[config.mk]
export PLATFORM = sky130hd
export DESIGN_NAME = narrow_sat16_flat
export DESIGN_NICKNAME = d
export VERILOG_FILES = /design/src/rtl/narrow_pkg.sv /design/src/rtl/narrow_sat16_if.sv /design/src/rtl/narrow_sat16_fifo2.sv /design/src/rtl/narrow_sat16.sv /design/src/flat_wrapper.sv
export SDC_FILE = /design/constraint.sdc
export NUM_CORES = 1
export LEC_CHECK = 0
export CORE_MARGIN = 2
export CORE_UTILIZATION = 43
export CTS_CLUSTER_DIAMETER = 200
export CTS_CLUSTER_SIZE = 12
export DETAILED_ROUTE_END_ITERATION = 16
export PLACE_DENSITY = 0.76
export SYNTH_ARGS = -nofsm -noshare
export SYNTH_HDL_FRONTEND = slang
export SYNTH_SLANG_ARGS = --single-unit
[constraint.sdc]
create_clock -name clk -period 1.75 [get_ports clk]
set_input_delay 0.35 -clock clk [delete_from_list [all_inputs] [get_ports clk]]
set_output_delay 0.35 -clock clk [all_outputs]
set_load 0.02 [all_outputs]
[src/rtl/narrow_pkg.sv]
// Shared widths, saturation limits and the narrowed-entry payload for narrow_sat16.
// narrow_word() holds the fit test and the clamp/truncate choice.
package narrow_pkg;

    localparam int unsigned IN_W  = 32;
    localparam int unsigned OUT_W = 16;

    localparam logic [OUT_W-1:0] SAT_MAX = 16'h7FFF;
    localparam logic [OUT_W-1:0] SAT_MIN = 16'h8000;

    typedef struct packed {
        logic [OUT_W-1:0] data;
        logic             ovf;
    } narrow_entry_t;

    // A word fits when bits [IN_W-1:OUT_W-1] are all copies of the sign bit.
    function automatic narrow_entry_t narrow_word(input logic [IN_W-1:0] w, input logic sat);
        narrow_entry_t e;
        logic          fit;
        fit    = (&w[IN_W-1:OUT_W-1]) | ~(|w[IN_W-1:OUT_W-1]);
        e.ovf  = ~fit;
        e.data = w[OUT_W-1:0];
        if (!fit && sat) begin
            e.data = w[IN_W-1] ? SAT_MIN : SAT_MAX;
        end
        return e;
    endfunction

endpackage

[src/rtl/narrow_sat16_if.sv]
// Valid/ready stream bundle for narrow_sat16: 32-bit input side, 16-bit output side.
interface narrow_sat16_if;
    import narrow_pkg::*;

    logic             in_valid;
    logic             in_ready;
    logic [IN_W-1:0]  in_data;
    logic             out_valid;
    logic             out_ready;
    logic [OUT_W-1:0] out_data;
    logic             out_ovf;

    // Driven by the word producer and the halfword consumer.
    modport master (
        output in_valid,
        output in_data,
        output out_ready,
        input  in_ready,
        input  out_valid,
        input  out_data,
        input  out_ovf
    );

    // Driven by the narrowing stage.
    modport slave (
        input  in_valid,
        input  in_data,
        input  out_ready,
        output in_ready,
        output out_valid,
        output out_data,
        output out_ovf
    );

endinterface

[src/rtl/narrow_sat16_fifo2.sv]
// Two-entry synchronous FIFO of narrowed entries; head is presented straight from storage.
module narrow_sat16_fifo2
    import narrow_pkg::*;
(
    input  logic          clk,
    input  logic          reset,
    input  logic          push,
    input  narrow_entry_t push_entry,
    input  logic          pop,
    output narrow_entry_t head,
    output logic [1:0]    count
);

    localparam int unsigned DEPTH = 2;

    narrow_entry_t r_mem [DEPTH];
    logic          r_wr_ptr;
    logic          r_rd_ptr;
    logic [1:0]    r_count;

    logic w_do_push;
    logic w_do_pop;

    // Guard against overrun/underrun even if the caller misbehaves.
    assign w_do_push = push & (r_count != 2'(DEPTH));
    assign w_do_pop  = pop  & (r_count != 2'd0);

    always_ff @(posedge clk) begin
        if (reset) begin
            r_mem[0] <= '0;
            r_mem[1] <= '0;
            r_wr_ptr <= 1'b0;
            r_rd_ptr <= 1'b0;
            r_count  <= 2'd0;
        end else begin
            if (w_do_push) begin
                r_mem[r_wr_ptr] <= push_entry;
                r_wr_ptr        <= ~r_wr_ptr;
            end
            if (w_do_pop) begin
                r_rd_ptr <= ~r_rd_ptr;
            end
            r_count <= r_count + 2'(w_do_push) - 2'(w_do_pop);
        end
    end

    assign head  = r_mem[r_rd_ptr];
    assign count = r_count;

endmodule

[src/rtl/narrow_sat16.sv]
// 32->16 narrowing stage: fit test, clamp or truncate, 2-entry output buffer,
// and sticky/saturating overflow status.
module narrow_sat16
    import narrow_pkg::*;
#(
    parameter bit          SAT   = 1'b1,
    parameter int unsigned CNT_W = 8
) (
    input  logic             clk,
    input  logic             reset,
    narrow_sat16_if.slave    bus,
    input  logic             clr_ovf,
    output logic             ovf_sticky,
    output logic [CNT_W-1:0] ovf_count
);

    localparam logic [CNT_W-1:0] CNT_MAX = '1;

    narrow_entry_t    w_entry;
    narrow_entry_t    w_head;
    logic [1:0]       w_count;
    logic             w_push;
    logic             w_pop;
    logic             w_ovf_push;

    logic             r_ovf_sticky;
    logic [CNT_W-1:0] r_ovf_count;

    assign w_entry    = narrow_word(bus.in_data, SAT);
    assign w_push     = bus.in_valid & bus.in_ready;
    assign w_pop      = bus.out_valid & bus.out_ready;
    assign w_ovf_push = w_push & w_entry.ovf;

    narrow_sat16_fifo2 u_fifo (
        .clk        (clk),
        .reset      (reset),
        .push       (w_push),
        .push_entry (w_entry),
        .pop        (w_pop),
        .head       (w_head),
        .count      (w_count)
    );

    // Ready depends only on buffer occupancy, never on out_ready; held low during reset.
    assign bus.in_ready  = ~reset & (w_count != 2'd2);
    assign bus.out_valid = (w_count != 2'd0);
    assign bus.out_data  = w_head.data;
    assign bus.out_ovf   = w_head.ovf;

    // A new overflow in the same cycle as a clear restarts the count at one.
    always_ff @(posedge clk) begin
        if (reset) begin
            r_ovf_sticky <= 1'b0;
            r_ovf_count  <= '0;
        end else if (w_ovf_push) begin
            r_ovf_sticky <= 1'b1;
            if (clr_ovf) begin
                r_ovf_count <= CNT_W'(1);
            end else if (r_ovf_count != CNT_MAX) begin
                r_ovf_count <= r_ovf_count + CNT_W'(1);
            end
        end else if (clr_ovf) begin
            r_ovf_sticky <= 1'b0;
            r_ovf_count  <= '0;
        end
    end

    assign ovf_sticky = r_ovf_sticky;
    assign ovf_count  = r_ovf_count;

endmodule

[src/flat_wrapper.sv]
// flat-port wrapper written by rule: the top's interface ports become plain ports
module narrow_sat16_flat import narrow_pkg::*;
#(
    parameter bit          SAT   = 1'b1,
    parameter int unsigned CNT_W = 8
)
  (clk, reset, clr_ovf, ovf_sticky, ovf_count, bus_in_valid, bus_in_data, bus_out_ready, bus_in_ready, bus_out_valid, bus_out_data, bus_out_ovf);
  narrow_sat16_if bus_i ();
  input  logic clk;
  input  logic reset;
  input  logic clr_ovf;
  output logic ovf_sticky;
  output logic [CNT_W-1:0] ovf_count;
  input wire logic [$bits(bus_i.in_valid)-1:0] bus_in_valid;
  input wire logic [$bits(bus_i.in_data)-1:0] bus_in_data;
  input wire logic [$bits(bus_i.out_ready)-1:0] bus_out_ready;
  output wire logic [$bits(bus_i.in_ready)-1:0] bus_in_ready;
  output wire logic [$bits(bus_i.out_valid)-1:0] bus_out_valid;
  output wire logic [$bits(bus_i.out_data)-1:0] bus_out_data;
  output wire logic [$bits(bus_i.out_ovf)-1:0] bus_out_ovf;
  assign bus_i.in_valid = bus_in_valid;
  assign bus_i.in_data = bus_in_data;
  assign bus_i.out_ready = bus_out_ready;
  assign bus_in_ready = bus_i.in_ready;
  assign bus_out_valid = bus_i.out_valid;
  assign bus_out_data = bus_i.out_data;
  assign bus_out_ovf = bus_i.out_ovf;
  narrow_sat16 #(.SAT(SAT), .CNT_W(CNT_W)) u_core (.clk(clk), .reset(reset), .bus(bus_i), .clr_ovf(clr_ovf), .ovf_sticky(ovf_sticky), .ovf_count(ovf_count));
endmodule
Word level (Yosys, flattened, before mapping)
Memory sizes are Yosys's and may differ from the RTL's. A register that Yosys moved wholly into a read port is not among the register bits.
Index checks and enable logic that the tools add are counted.
Word-level totals
  register bits after elaboration: 13
  RAM bits: 34
  word-level logic and storage cells: 48
  memories: 1
Operators by class
  $add $sub $neg: 3
  equal/unequal tests: 2
  muxes and demuxes: 18
  bitwise gates (word level): 12
  reductions and logical operators: 7
Memory list
  u_core.u_fifo.r_mem: words 2, width 17, rd ports 1, clocked after Yosys merged registers in 1, wr ports 2, line narrow_sat16_fifo2.sv:16  | narrow_entry_t r_mem [DEPTH];
Operators by type and width (count)
  OR reduction 17 bit: 2
  two-way mux 16 bit: 2
  two-way mux 8 bit: 4
  two-way mux 17 bit: 1
  AND reduction 17 bit: 1
  two-way mux 1 bit: 11
  adder 8 x 1 -> 8 bit, second input constant: 1
  != test 8 bit, second input constant: 1
  bitwise AND 1 bit: 6
  nonzero test 2 bit: 3
  inverter 1 bit: 5
  adder 2 x 1 -> 2 bit: 1
  != test 2 bit, second input constant: 1
  AND reduction 2 bit: 1
  subtractor 2 x 1 -> 2 bit: 1
  OR 1 bit: 1

Logic depth before layout (Yosys ltp)
Gate-level depths: netlist of run 1.
  depth in word-level cells: 9
  depth in mapped cells: 9
  depth with buffers taken out: 9

Modules after synthesis
Synthesis of run 1 repeated with hierarchy kept, for this count alone.
Second synthesis, totals
  cell total of the unflattened synthesis: 221
  area, all modules: 2444.8 sq um
By module, submodules not included
  narrow_sat16_fifo2: times used 1, cells an instance 133, area an instance 1765.4 sq um, sequential area each 1121.1 sq um
  narrow_sat16: times used 1, cells an instance 88, area an instance 679.4 sq um, sequential area each 180.2 sq um

Least setup slack after synthesis of run 1
Ideal clock, no wire load.
  kind: input to register
  start: input reset
  end: memory u_core.u_fifo.r_mem[0][0] (netlist bit) (enable)
  library setup time: 0.376 ns
  data arrival time: 1.658 ns
  required time: 1.374 ns
  setup slack: -0.284 ns
  stages: 6
  path buffers: 2
  path through: buf_2 a21oi_2 and2_2 nand2b_1 clkbuf_1 nand2b_1
RTL lines
  start, declared: line flat_wrapper.sv:10  | input logic reset;
  end, declared: line narrow_sat16_fifo2.sv:16

Worst setup path after layout of run 1
  start: register u_core.r_ovf_count[5], in the netlist u_core.ovf_count[5]
  end: output ovf_count[5]
RTL lines
  start, declared: line narrow_sat16.sv:27  | logic [CNT_W-1:0] r_ovf_count;
  start signal, assigned: line narrow_sat16.sv:60  | r_ovf_count <= r_ovf_count + CNT_W'(1);
  end, declared: line flat_wrapper.sv:13  | output logic [CNT_W-1:0] ovf_count;
No word-level cell between the ends.

==> flow_metrics.env, run 1 <==
export IMPL_status="finished clean"
export IMPL_synth_seq_cells=48
export IMPL_grt_pass1_vias=2002
export IMPL_fill_cells=397
export IMPL_async_flop_share_pct=0
export IMPL_clock_sinks=48
export IMPL_grt_usage_pct=19.5
export IMPL_hold_viol_final=0
export IMPL_vdd_ir_drop_worst_v=0.000716
export IMPL_place_ws_ns=-0.490
export IMPL_first_pass_iters=4
export IMPL_endpoint_kind="output port"
export IMPL_placed_area_um2=3270
export IMPL_crit_chain="clkdlybuf4s50_1"
export IMPL_hold_class="register to register"
export IMPL_synthFlopType="edfxtp_1"
export IMPL_die_w_um=77.7
export IMPL_maxSlewViolCount=0
export IMPL_critPathSlowestCell="clkdlybuf4s50_1"
export IMPL_period_share_pct=96.6
export IMPL_syn2layout_area_growth_pct=48.6
export IMPL_crit_fanout=4
export IMPL_htree_levels=2
export IMPL_clk_pin_slew_ns=0.09
export IMPL_ys_warn_count=0
export IMPL_vias_per_cell=5.19
export IMPL_startpoint_type="register"
export IMPL_finish_instance_area_um2=3470
export IMPL_synth_yosys_seq_area_share_pct=55.7
export IMPL_finClkSkew_ns=0.00531
export IMPL_cts_buffer_depth=2
export IMPL_cp_required_ns=1.40
export IMPL_max_slew_margin_rel_pct=76.7
export IMPL_fin_ws_ns=0.0592
export IMPL_rsz0062_at_grt="false"
export IMPL_die_y_um=77.7
export IMPL_cts_root_buf="clkbuf_8"
export IMPL_antenna_cells=0
export IMPL_via_count=1898
export IMPL_intPower_mw=2.23
export IMPL_overflow=0
export IMPL_seq_power_share_pct=44.2
export IMPL_wl_per_cell_um=15.1
export IMPL_leakage_nw=1.43
export IMPL_gp_congestion=0.829
export IMPL_detail_route_antenna_nets=0
export IMPL_syn_area_per_cell_um2=11.5
export IMPL_cp_top_family="buffers and inverters"
export IMPL_mostFrequentLayoutCells="nor2_1, edfxtp_1, buf_4, clkdlybuf4s50_1, buf_2"
export IMPL_max_stage_delay_ns=0.64
export IMPL_r2r_slack_ns=0.08
export IMPL_period_needed_ns=1.69
export IMPL_finalSetupViolCount=0
export IMPL_numCtsBuffers=5
export IMPL_netSwitchingFraction_pct=31.2
export IMPL_p_switching_mw=1.01
export IMPL_hpwl_um=3770
export IMPL_nNetsFinal=335
export IMPL_drt_iter0_markers=80
export IMPL_numPortBuffers=64
export IMPL_synthCells=204
export IMPL_fmax_mhz=591
export IMPL_start_util_pct=45.2
export IMPL_arrival_ns=1.34
export IMPL_worst_path_buf_inv=1
export IMPL_ctsHoldBuffers=0
export IMPL_fp_coreArea_um2=5170
export IMPL_dieArea_um2=6040
export IMPL_rows=26
export IMPL_synth_edf_count=34
export IMPL_p_clk_share_pct=21.4
export IMPL_critPathKind="register to output port"
export IMPL_power_density_nw_per_um2=935
export IMPL_grt_max_degree=19
export IMPL_synthDistinctLibCells=44
export IMPL_totalWireLength_um=5530
export IMPL_antenna_found_initial=0
export IMPL_num_io_pins=65
export IMPL_layout_commonest_cell="nor2_1"
export IMPL_post_route_util_pct=67.1
export IMPL_grt_pass1_wl_um=9400
export IMPL_clock_latency_ns=0.29
export IMPL_drive_gt1_share_pct=39.9
export IMPL_cts_tree="yes"
export IMPL_worst_slew_pin_transition_ns=0.348
export IMPL_cap_viol_max_count=0
export IMPL_syn_area_um2=2340
export IMPL_combPwrFrac_pct=34.3
export IMPL_syn_nets=244
export IMPL_drc_errors=0
registers in the layout, indices dropped and copies added (netlist names), named ones only:
signal and cells:
u_core.u_fifo.count 2, u_core.ovf_count 8, u_core.ovf_sticky 1, u_core.u_fifo.r_rd_ptr 1, u_core.u_fifo.r_wr_ptr 1, u_core.u_fifo.r_mem 34
power groups by stage:
stage / logic [mW] / clock network (mW) / registers, mW
2_1_floorplan: 0.649 / 0 / 1.44
3_3_place_gp: 1.16 / 0 / 1.44
3_5_place_dp: 1.17 / 0 / 1.45
4_1_cts: 1.13 / 0.704 / 1.44
5_1_grt: 1.20 / 0.741 / 1.45
6_report: 1.11 / 0.696 / 1.44
worst paths after layout:
| check | end | cells past startpoint | startpoint |
|---|---|---|---|
| worst min register to register | u_core.ovf_sticky | 1 | u_core.ovf_sticky |
| worst max-delay path | ovf_count[5] | 1 | u_core.ovf_count[5] |
| worst max register to register | u_core.u_fifo.count[1] | 7 | u_core.u_fifo.count[1] |
| worst min-delay path | u_core.ovf_sticky | 1 | u_core.ovf_sticky |
per-stage QoR:
step	hold slack [ns]	setup TNS [ns]	power, mW	cells
after floorplan	0.444	0	2.09	204
after global placement	0.437	-21.27	2.60	351
after detailed placement	0.446	-23.69	2.62	351
after CTS	0.472	-0.0730	3.27	366
after global routing	0.484	0	3.39	366
final	0.476	0	3.25	366
timing repair:
item / in CTS / in global routing
gates resized for setup: 140 / 6
endpoints found under the setup margin: 57 / 45
pin swaps: 13 / 2
gates cloned: 2 / 0
setup buffers: 5 / 0
cell usage after synthesis (2+ instances only):
master    count  share of area [%]
and4_1        2               0.75
nand3_1       3               0.64
a41o_1        2               0.86
a21oi_2      11                4.1
dfxtp_1      14                 12
mux2_2       17                8.2
clkbuf_1      4               0.64
nand2b_1      3               0.80
or2_2         2               0.54
nor4_1        4                1.1
a21oi_1      11                2.4
buf_6         2               0.96
edfxtp_1     34                 44
nor2_1       44                7.1
buf_1         2               0.32
nand2_1       9                1.4
o31ai_1       2               0.64
inv_1         4               0.64
nor4_4        2                1.8
ha_1          3                1.6
nand4_1       5                1.3
xnor2_1       2               0.75
kinds of logic after synthesis:
kind of cell,count (synthesis),synth area share [%]
fa+ha+maj,3,1.61
compound gates,32,10.1
buf+inv,15,3.27
xor+xnor,3,1.13
simple gates,85,19.6
mux,18,8.62
flops,48,55.7
area by class of cell:
cell class / count / area, um^2 / share of cell area [%]
timing repair buffer: 94 / 850 / 24.5
clock inverter: 2 / 15.0 / 0.433
tap: 70 / 87.6 / 2.52
sequential: 48 / 1310 / 37.6
multi-input combinational: 141 / 1110 / 32.0
clock buffer: 6 / 82.6 / 2.38
inverter: 5 / 18.8 / 0.541
per-layer routing:
layer  up-vias  part of all wire (%)  global-route usage, %
met5         -                     0                      0
met4         0                  0.60                   3.04
met3         4                   4.8                   3.49
met2        62                    53                   35.8
met1       900                    42                   24.1
li1        932                     -                      -
No activity file was read; power rests on OpenSTA's default activity.
==> inputs of run 2 (changes only) <==
--- a/config.mk
+++ b/config.mk
@@ -10,6 +10,7 @@
 export CTS_CLUSTER_DIAMETER = 200
 export CTS_CLUSTER_SIZE = 12
 export DETAILED_ROUTE_END_ITERATION = 16
+export GPL_ROUTABILITY_DRIVEN = 1
 export PLACE_DENSITY = 0.76
 export SYNTH_ARGS = -nofsm -noshare
 export SYNTH_HDL_FRONTEND = slang
==> results of run 2 <==
No change in the layout: final DEF, timing and power equal those of run 1.
==> inputs of run 3 (changes only) <==
--- a/config.mk
+++ b/config.mk
@@ -11,6 +11,7 @@
 export CTS_CLUSTER_SIZE = 12
 export DETAILED_ROUTE_END_ITERATION = 16
 export GPL_ROUTABILITY_DRIVEN = 1
+export HOLD_SLACK_MARGIN = 0.02
 export PLACE_DENSITY = 0.76
 export SYNTH_ARGS = -nofsm -noshare
 export SYNTH_HDL_FRONTEND = slang
==> results of run 3 <==
No change in the layout: final DEF, timing and power equal those of run 1.
